File: src/rtl/seq_detector_if.sv
// Serial detector bundle: bit stream in, match pulse and running match count out.
// master drives din; slave (the detector) drives flag and match_cnt.
interface seq_detector_if #(
    parameter int CNT_W = 16
);
    logic             din;
    logic             flag;
    logic [CNT_W-1:0] match_cnt;

    modport master (output din, input  flag, input  match_cnt);
    modport slave  (input  din, output flag, output match_cnt);
endinterface

File: src/rtl/seq_detector.sv
// Serial pattern finder: matches last PAT_LEN bits of din against PATTERN, saturating match count.
// Latency: flag registered on the edge sampling the final pattern bit, visible the next cycle.
// Backpressure: none; one bit consumed every clock.
module seq_detector #(
    parameter int                 PAT_LEN = 5,
    parameter logic [PAT_LEN-1:0] PATTERN = 5'b10010,
    parameter bit                 OVERLAP = 1'b1,
    parameter int                 CNT_W   = 16
) (
    input  logic          clk,
    input  logic          rst,
    seq_detector_if.slave bus
);

    localparam int             VW   = $clog2(PAT_LEN + 1);
    localparam logic [VW-1:0]  FULL = VW'(PAT_LEN);

    logic [PAT_LEN-2:0] hist;
    logic [PAT_LEN-1:0] hist_nxt;
    logic [VW-1:0]      vcnt;
    logic [VW-1:0]      vcnt_nxt;
    logic               hit;
    logic               flag_q;
    logic [CNT_W-1:0]   cnt_q;

    // vcnt tracks how many post-reset bits are in the window, so stale or
    // reset-straddling history can never produce a match.
    always_comb begin
        hist_nxt = {hist, bus.din};
        vcnt_nxt = (vcnt == FULL) ? vcnt : vcnt + VW'(1);
        hit      = (hist_nxt == PATTERN) && (vcnt_nxt == FULL);
    end

    always_ff @(posedge clk) begin
        if (rst) begin
            hist   <= '0;
            vcnt   <= '0;
            flag_q <= 1'b0;
            cnt_q  <= '0;
        end else begin
            hist   <= hist_nxt[PAT_LEN-2:0];
            vcnt   <= (hit && !OVERLAP) ? '0 : vcnt_nxt;
            flag_q <= hit;
            if (hit && (cnt_q != '1))
                cnt_q <= cnt_q + CNT_W'(1);
        end
    end

    assign bus.flag      = flag_q;
    assign bus.match_cnt = cnt_q;

endmodule

File: src/flat_wrapper.sv
// flat-port wrapper written by rule: the top's interface ports become plain ports
module seq_detector_flat 
#(
    parameter int                 PAT_LEN = 5,
    parameter logic [PAT_LEN-1:0] PATTERN = 5'b10010,
    parameter bit                 OVERLAP = 1'b1,
    parameter int                 CNT_W   = 16
)
  (clk, rst, bus_din, bus_flag, bus_match_cnt);
  seq_detector_if #(.CNT_W(CNT_W)) bus_i ();
  input  logic clk;
  input  logic rst;
  input wire logic [$bits(bus_i.din)-1:0] bus_din;
  output wire logic [$bits(bus_i.flag)-1:0] bus_flag;
  output wire logic [$bits(bus_i.match_cnt)-1:0] bus_match_cnt;
  assign bus_i.din = bus_din;
  assign bus_flag = bus_i.flag;
  assign bus_match_cnt = bus_i.match_cnt;
  seq_detector #(.PAT_LEN(PAT_LEN), .PATTERN(PATTERN), .OVERLAP(OVERLAP), .CNT_W(CNT_W)) u_core (.clk(clk), .rst(rst), .bus(bus_i));
endmodule
File: config.mk
export PLATFORM = sky130hd
export DESIGN_NAME = seq_detector_flat
export DESIGN_NICKNAME = d
export VERILOG_FILES = /design/src/rtl/seq_detector_if.sv /design/src/rtl/seq_detector.sv /design/src/flat_wrapper.sv
export SDC_FILE = /design/constraint.sdc
export NUM_CORES = 1
export LEC_CHECK = 0
export BUFFER_PORTS_ARGS = -buffer_cell sky130_fd_sc_hd__buf_2
export CORE_UTILIZATION = 49
export CTS_CLUSTER_SIZE = 28
export DETAILED_ROUTE_END_ITERATION = 10
export PLACE_DENSITY_LB_ADDON = 0.25
export RECOVER_POWER = 25
export SLEW_MARGIN = 20
export SYNTH_ARGS = -nofsm -noshare
export SYNTH_HDL_FRONTEND = slang
export SYNTH_SLANG_ARGS = --single-unit
File: constraint.sdc
create_clock -name clk -period 1.86 [get_ports clk]
set_clock_uncertainty 0.05 [all_clocks]
set_input_delay 0.093 -clock clk [delete_from_list [all_inputs] [get_ports clk]]
set_output_delay 0.093 -clock clk [all_outputs]
set_load 0.005 [all_outputs]
Word-level counts from Yosys, hierarchy flattened
Index checks and enable logic that the tools add are counted.

operators by class
  reduce and logical (&&, ||, !) cells = 2
  equal/unequal tests = 4
  multiplexer cells = 1
  $add $sub $neg = 2

operators with widths
  operator                                       number
  adder 16 x 1 -> 16 bit, second input constant  1
  != test 16 bit, second input constant          1
  equality test 3 bit, second input constant     2
  equality test 5 bit, second input constant     1
  adder 3 x 1 -> 3 bit, second input constant    1
  two-way mux 3 bit                              1
  logical AND 1 bit                              2

word-level totals
  register bits = 24
  input bits = 3
  word-level logic and storage cells = 13
  output and inout port bits = 17

Logic depth before layout (Yosys ltp)
Gate-level depths: netlist of the first run.

  depth after elaboration = 5
  gate-level depth with buffers = 7
  depth with buffers taken out = 7

Least setup slack after synthesis of the first run
No wires, ideal clock.

  path type = reg-to-reg
  start = register u_core.vcnt[0]
  end = register u_core.cnt_q[3], in the netlist u_core.bus.match_cnt[3]
  path slack = -27 ps
  stages on the path, launching flop included = 7
  path buffers = 0
  setup time = 123 ps
  arrival = 1,713 ps
  period minus slack after synthesis = 1,887 ps
  required time = 1,687 ps
  cells stage by stage = dfxtp_1 -> ha_1 -> nand3b_1 -> o2111ai_4 -> nor3_4 -> nand4_1 -> mux2_1

between the ends
  cells in the longest elaborated chain, start to end = 5
  elaborated cells on any way between the ends = 6
  classes of those cells = add/sub (1); eq/ne (2); mux (1); reduce/logical (2)

ends and longest elaborated chain
  what                                                                RTL line            source
  start: declaration                                                  seq_detector.sv:20  logic [VW-1:0] vcnt;
  start signal: assignment                                            seq_detector.sv:42  vcnt <= (hit && !OVERLAP) ? '0 : vcnt_nxt;
  adder 3 x 1 -> 3 bit / equality test 3 bit (equally long branches)  seq_detector.sv:30  vcnt_nxt = (vcnt == FULL) ? vcnt : vcnt + VW'(1);
  two-way mux 3 bit (*)                                               seq_detector.sv:30
  equality test 3 bit (*)                                             seq_detector.sv:31  hit = (hist_nxt == PATTERN) && (vcnt_nxt == FULL);
  logical AND 1 bit (*)                                               seq_detector.sv:31
  logical AND 1 bit (*)                                               seq_detector.sv:44  if (hit && (cnt_q != '1))
  end signal: assignment                                              seq_detector.sv:45  cnt_q <= cnt_q + CNT_W'(1);
  end: declaration                                                    seq_detector.sv:24  logic [CNT_W-1:0] cnt_q;

Every way passes the cells marked *; elsewhere a longest branch is shown, timed or not.
A chain may end at the register's enable or synchronous reset.

Final worst setup path of the first run
Same ends and word-level chain as after synthesis.

==> results.md, run 1 <==
- Cell area after synthesis: 1204 um^2
- Final worst slack: -50.07 ps
- Crit path launch type: flip-flop
- Vias in the first global route: 1105
- H-tree Lvls: 1
- I/O pins: 20
- CTS sink cnt: 24
- Failing checks: setup timing
- Placed cell area: 1443 um^2
- Buf/Inv on CP: 0
- Final period util: 102.7%
- Starting Density: 53.39%
- CP max FO: 5
- Row count: 17
- Die height: 51.56 um
- Hold endpoint: u_core.bus.match_cnt[1]
- Clock Latency Late Sink: 310 ps
- Largest net degree at the start of global routing: 32
- Chip width: 51.56 um
- Post-route ant nets: 0
- Core area: 2255 um^2
- Grt ovf: 0
- Final hold viol count: 0
- TritonRoute pass-1 iters: 4
- Power Dens Cells: 631.2 nW/um^2
- Crit path arrival time: 2080 ps
- Critical R2R Capture: u_core.bus.match_cnt[3]
- Min Tclk post-route: 1910 ps
- Largest delay contributor family on the critical path: simple AND/OR/NAND/NOR gates
- Post-route design area: 1637 um^2
- Critical Path, Cell by Cell: ha_2 > nand3b_1 > o2111ai_4 > nor3_4 > nand4_1 > mux2_4
- Final Wtd Congestion: 0.8201
- # Max-Cap Violations: 0
- Clock-pin slew on the worst setup and hold paths: 130 ps
- Finished Core Util: 72.59%
- Root Buffer: clkbuf_4
- Layout cells sized above 1: 36.78%
- Number of placed instances with taps included: 191
- Via count: 1179
- Drt drc: 0
- # setup viols final: 5
- First-pass GRT wire length: 4726 um
- Worst Hold Depth: 2
- Slowest stage delay, CP: 390 ps
- Critical Path Source: u_core.vcnt[0]
- Largest cells by area after synthesis: dfxtp_1 (40%), nor2_1 (5.6%), nor2b_1 (4.2%)
- Finished Layout Cells: 202
- Worst reg2reg setup slack: -50 ps
- Sequential share of the synthesized area: 39.92%
- Run status: finished, violations left
- Max-slew violations: 0
- Lkg Pwr: 0.6398 nW
- #FFs+latches synth: 24
- Worst hold-check path type: primary input to flip-flop
- Commonest non-fill, non-tap cells in the layout: dfxtp_1 (21), buf_4 (19), buf_2 (18), nor2_1 (17)
- Synth area leader: dfxtp_1
- Setup WS pre-CTS: -30.40 ps
- Syn_area_per_cell: 9.188 um^2
- Routed WL per cell: 15.44 um
- Final WL: 3119 um
- Post-synth top area share: 39.92%
- Slowest CP cell: dfxtp_4
- Antenna violations before repair: 0
- Die ar.: 2658 um^2
- Layout area overhead: 35.97%
- Setup TNS Final: -93.88 ps
- Least-Margin Pin Slew: 527.8 ps
- Antenna cell count: 0
- Min Hold Slack: 177.4 ps
- Gate Count Post-Synth: 131
- Worst r2r path cells: 6
- Synth cell types: 39
- Detailed Place HPWL: 1952 um
- RSZ-0062 raised after global routing: yes
- CTS tree: yes
- FF-to-FF Start: u_core.vcnt[0]
- IO Port Bufs: 19
- Setup CP Type: flip-flop to flip-flop
- Worst min-delay path startpoint: rst
- All-layer global routing usage: 24.27%
- Synth Warn #: 0
- Max-slew headroom: 64.81%
- Most common cell after layout, fill and taps aside: dfxtp_1
- Cts bufs inserted: 3
- Final nets: 181
- Via-per-instance ratio: 5.837
- 1st-iter DRT viols: 31
- Worst IR drop on VDD: 0.5530 mV
- Syn nets: 137
- Setup crit end kind: flip-flop
- Clock tree buffer depth: 2
- Overall Power: 1.033 mW
- Fmax: 523.5 MHz
- Worst path required time: 2030 ps
==> logic make-up after synthesis <==
family	synth area share, %
simple gates	32.75
flops	39.92
compound gates	13.62
buf+inv	3.119
mux	4.574
xor+xnor	2.910
fa+ha+maj	3.119
==> sequential cells by signal, indices dropped and copies added (netlist names) <==
| name | flops |
|---|---|
| u_core.bus.flag | 1 |
| u_core.bus.match_cnt | 16 |
| u_core.vcnt | 3 |
| u_core.hist | 4 |
==> report_power, final <==
part           leakage (nW)  internal, mW  switching (mW)
combinational         0.416        0.0520          0.0650
clock                0.0279         0.218           0.158
sequential            0.196         0.525          0.0142
==> synth_stat cells <==
| cell type | number |
|---|---|
| nor2_1 | 18 |
| inv_1 | 7 |
| nor4_1 | 5 |
| o21ai_0 | 1 |
| nor3_2 | 1 |
| nand2b_1 | 3 |
| nor4_4 | 1 |
| o21ai_1 | 2 |
| a211oi_1 | 1 |
| a31o_1 | 1 |
| mux2i_1 | 1 |
| a31oi_4 | 1 |
| nand3b_1 | 1 |
| o211ai_1 | 1 |
| a21oi_1 | 4 |
| and3_1 | 1 |
| nand4_1 | 5 |
| and4_1 | 2 |
| a311oi_1 | 2 |
| nor3_1 | 2 |
| dfxtp_1 | 24 |
| nor2b_1 | 8 |
| clkbuf_1 | 1 |
| nor3_4 | 1 |
| xnor2_1 | 4 |
| nand2_1 | 6 |
| a21o_1 | 2 |
| and4b_1 | 1 |
| nand4b_1 | 1 |
| ha_1 | 3 |
| nand3_1 | 8 |
| a41oi_1 | 1 |
| nor4_2 | 1 |
| and4bb_1 | 1 |
| mux2_1 | 4 |
| o2111ai_4 | 1 |
| buf_1 | 2 |
| a41o_1 | 1 |
| a31oi_1 | 1 |
==> final cells by class <==
type	instances	area [um^2]
Inverter	7	26.28
Sequential cell	24	486.7
Clock buffer	3	22.52
Tap cell	28	35.03
Multi-Input combinational cell	99	778.2
Clock inverter	1	30.03
Timing Repair Buffer	40	257.7
Fill cell	186	618.1
==> what timing repair did <==
action                     in CTS  in global routing
pin swaps                       2                  5
cloned                          2                  0
hold buffers                    1                  0
resized for setup               4                 16
hold endpoints to repair        1                  0
setup endpoints to repair       8                 15
buffers inserted                2                  2
==> worst max-delay path by stage <==
stage	depth (start not counted)	end
after detailed placement	7	u_core.bus.match_cnt[11]
after floorplan	6	u_core.bus.match_cnt[3]
after CTS	7	u_core.bus.match_cnt[1]
after global placement	7	u_core.bus.match_cnt[10]
after global routing	6	u_core.bus.match_cnt[3]
final	6	u_core.bus.match_cnt[3]
==> routing by layer <==
metal	vias up	global-route usage [%]	part of all wire (%)
met5	-	0	0
met4	0	14.41	1.7
met3	6	2.632	3.7
met2	38	42.64	54
met1	567	28.13	41
li1	568	-	-
==> worst reg2reg max path, delay by kind of cell, from the launching register on <==
kind / cells / cell delay, ps
AND/OR/NAND/NOR: 3 / 620
adder cells (fa/ha/maj): 1 / 200
multiplexers: 1 / 320
AO/OA/AOI/OAI: 1 / 240
flip-flops: 1 / 390
(Power assumes the default switching activity.)
==> inputs of run 2 (changes only) <==
==> constraint.sdc (replaced) <==
create_clock -name clk -period 1.86 [get_ports clk]
set_clock_uncertainty 0.05 [all_clocks]
set_input_delay 0.372 -clock clk [delete_from_list [all_inputs] [get_ports clk]]
set_output_delay 0.372 -clock clk [all_outputs]
set_load 0.005 [all_outputs]
==> run 2 against run 1 <==
Compared with the run above:
- critical path type unchanged
- global-route usage is 1.3 points lower
- largest power group unchanged
- core utilization down 2.9 points
- sequential power is 1% lower
- via count decreased by 4.2%
- fmax grew 4.7%
- highest routed layer unchanged
- sequential share of layout area rose by 1.5 points
- critical path depth rose by 1
- register-to-register slack better by 90 ps
- flip-flop and latch count did not move
- the run now ends clean
- first-iteration DRC count decreased by 61%
- cell count is the same
==> results.md, run 2 (synthesized netlist as in run 1, its figures left out) <==
- Vias in the first global route: 1128 (was 1105)
- Run status: finished clean (was finished, violations left)
- Setup WS pre-CTS: -39.88 ps (was -30.40 ps)
- Final Wtd Congestion: 0.8249 (was 0.8201)
- Antenna violations before repair: 0 (unchanged)
- Worst min-delay path startpoint: bus_din (was rst)
- Crit path launch type: flip-flop (unchanged)
- Worst reg2reg setup slack: 40 ps (was -50 ps)
- DR WL met2: 1372 um (was 1669 um)
- Met3 wire length: 95 um (was 115 um)
- Least-Margin Pin Slew: 827.0 ps (was 527.8 ps)
- First-pass GRT wire length: 4547 um (was 4726 um)
- Overall Power: 0.9008 mW (was 1.033 mW)
- Commonest non-fill, non-tap cells in the layout: buf_4 (22), dfxtp_1 (19), nor2_1 (17), buf_2 (17) (was dfxtp_1 (21), buf_4 (19), buf_2 (18), nor2_1 (17))
- Critical Path Source: u_core.vcnt[1] (was u_core.vcnt[0])
- Max-slew headroom: 44.87% (was 64.81%)
- Final nets: 181 (unchanged)
- H-tree Lvls: 1 (unchanged)
- Routed WL per cell: 13.34 um (was 15.44 um)
- Clock-pin slew on the worst setup and hold paths: 130 ps (about the same)
- Final period util: 98.07% (was 102.7%)
- Crit path arrival time: 1980 ps (was 2080 ps)
- Layout area overhead: 30.56% (was 35.97%)
- Final hold viol count: 0 (unchanged)
- Register area: 491.7 um^2 (was 486.7 um^2)
- Number of placed instances with taps included: 192 (was 191)
- Clock tree buffer depth: 2 (unchanged)
- CP max FO: 5 (unchanged)
- Worst hold-check path type: primary input to flip-flop (unchanged)
- Via count: 1129 (was 1179)
- Multi-input gate area: 720.7 um^2 (was 778.2 um^2)
- Clock Latency Late Sink: 310 ps (about the same)
- IO Port Bufs: 19 (unchanged)
- Post-route ant nets: 0 (unchanged)
- Root Buffer: clkbuf_4 (unchanged)
- CTS sink cnt: 24 (unchanged)
- Min Tclk post-route: 1824 ps (was 1910 ps)
- Setup CP Type: flip-flop to flip-flop (unchanged)
- Chip width: 51.56 um (unchanged)
- Grt ovf: 0 (unchanged)
- # Max-Cap Violations: 0 (unchanged)
- Worst path required time: 2020 ps (was 2030 ps)
- Die height: 51.56 um (unchanged)
- Fill cells: 191 (was 186)
- # setup viols final: 0 (was 5)
- Min Hold Slack: 238.0 ps (was 177.4 ps)
- I/O pins: 20 (unchanged)
- Most common cell after layout, fill and taps aside: buf_4 (was dfxtp_1)
- Finished Layout Cells: 202 (unchanged)
- Final worst slack: 35.95 ps (was -50.07 ps)
- Core area: 2255 um^2 (unchanged)
- Number of flip-flops in the largest register: 16 (unchanged)
- Starting Density: 53.39% (unchanged)
- Fmax: 548.2 MHz (was 523.5 MHz)
- Power Dens Cells: 573.2 nW/um^2 (was 631.2 nW/um^2)
- Layout cells sized above 1: 34.48% (was 36.78%)
- Highest metal used: met4 (unchanged)
- Die ar.: 2658 um^2 (unchanged)
- Setup crit end kind: flip-flop (unchanged)
- 1st-iter DRT viols: 12 (was 31)
- Final WL: 2695 um (was 3119 um)
- Via-per-instance ratio: 5.589 (was 5.837)
- Lkg Pwr: 0.6391 nW (was 0.6398 nW)
- Metal-1 WL: 1154 um (was 1282 um)
- Detailed Place HPWL: 1997 um (was 1952 um)
- Finished Core Util: 69.70% (was 72.59%)
- Antenna cell count: 0 (unchanged)
- Cts bufs inserted: 3 (unchanged)
- Largest net degree at the start of global routing: 22 (was 32)
- RSZ-0062 raised after global routing: yes (unchanged)
- Hold-fix buffers, CTS: 0 (was 1)
- All-layer global routing usage: 22.98% (was 24.27%)
- FF-to-FF Start: u_core.vcnt[1] (was u_core.vcnt[0])
- Max-slew violations: 0 (unchanged)
- TritonRoute pass-1 iters: 4 (unchanged)
- Drt drc: 0 (unchanged)
- Worst IR drop on VDD: 0.4642 mV (was 0.5530 mV)
- Row count: 17 (unchanged)
- CTS tree: yes (unchanged)
## run 2: critical path: stages, from the launching register on
cell and delay (ps):
dfxtp_2 350, inv_1 50, ha_1 170, and4b_1 260, a31oi_4 80, buf_4 180, nor4_1 460, o21ai_1 120
## run 2: repair_timing
action / CTS / global route
buffers inserted: 2 / 4
pin swaps: 2 / 6
resized for setup: 2 / 12
setup endpoints to repair: 5 / 13
endpoints found under the hold margin: 0 / 0
## run 2: layout make-up
cell class,count,area share (%)
clock buffer,4,2.309
inverter,7,1.672
multi-input combinational,97,45.86
sequential,24,31.29
tap,28,2.229
timing repair buffer,42,16.64
## run 2: through the flow
stage	cell area (um^2)	TNS (ps)
2_1_floorplan	1204	0
3_3_place_gp	1450	0
4_1_cts	1505	0
6_report	1572	0
3_5_place_dp	1450	-74.10
5_1_grt	1572	-601.9
## run 2: path summary, 6_finish.rpt
path	cells after the start	end
worst max-delay path	7	u_core.bus.match_cnt[8]
worst min-delay path	2	u_core.hist[0]
worst max register to register	7	u_core.bus.match_cnt[8]
worst min register to register	1	u_core.hist[2]
## run 2: power breakdown
| part | total (mW) | switching [mW] | internal, mW |
|---|---|---|---|
| clock | 0.269 | 0.149 | 0.120 |
| sequential | 0.533 | 0.00976 | 0.524 |
| combinational | 0.0984 | 0.0546 | 0.0438 |
| total | 0.901 | 0.214 | 0.687 |
## run 2: layer usage
layer / vias to the layer above / track usage (%)
li1: 564 / -
met1: 532 / 25.23
met2: 25 / 41.77
met3: 8 / 3.216
met4: 0 / 13.06
met5: - / 0
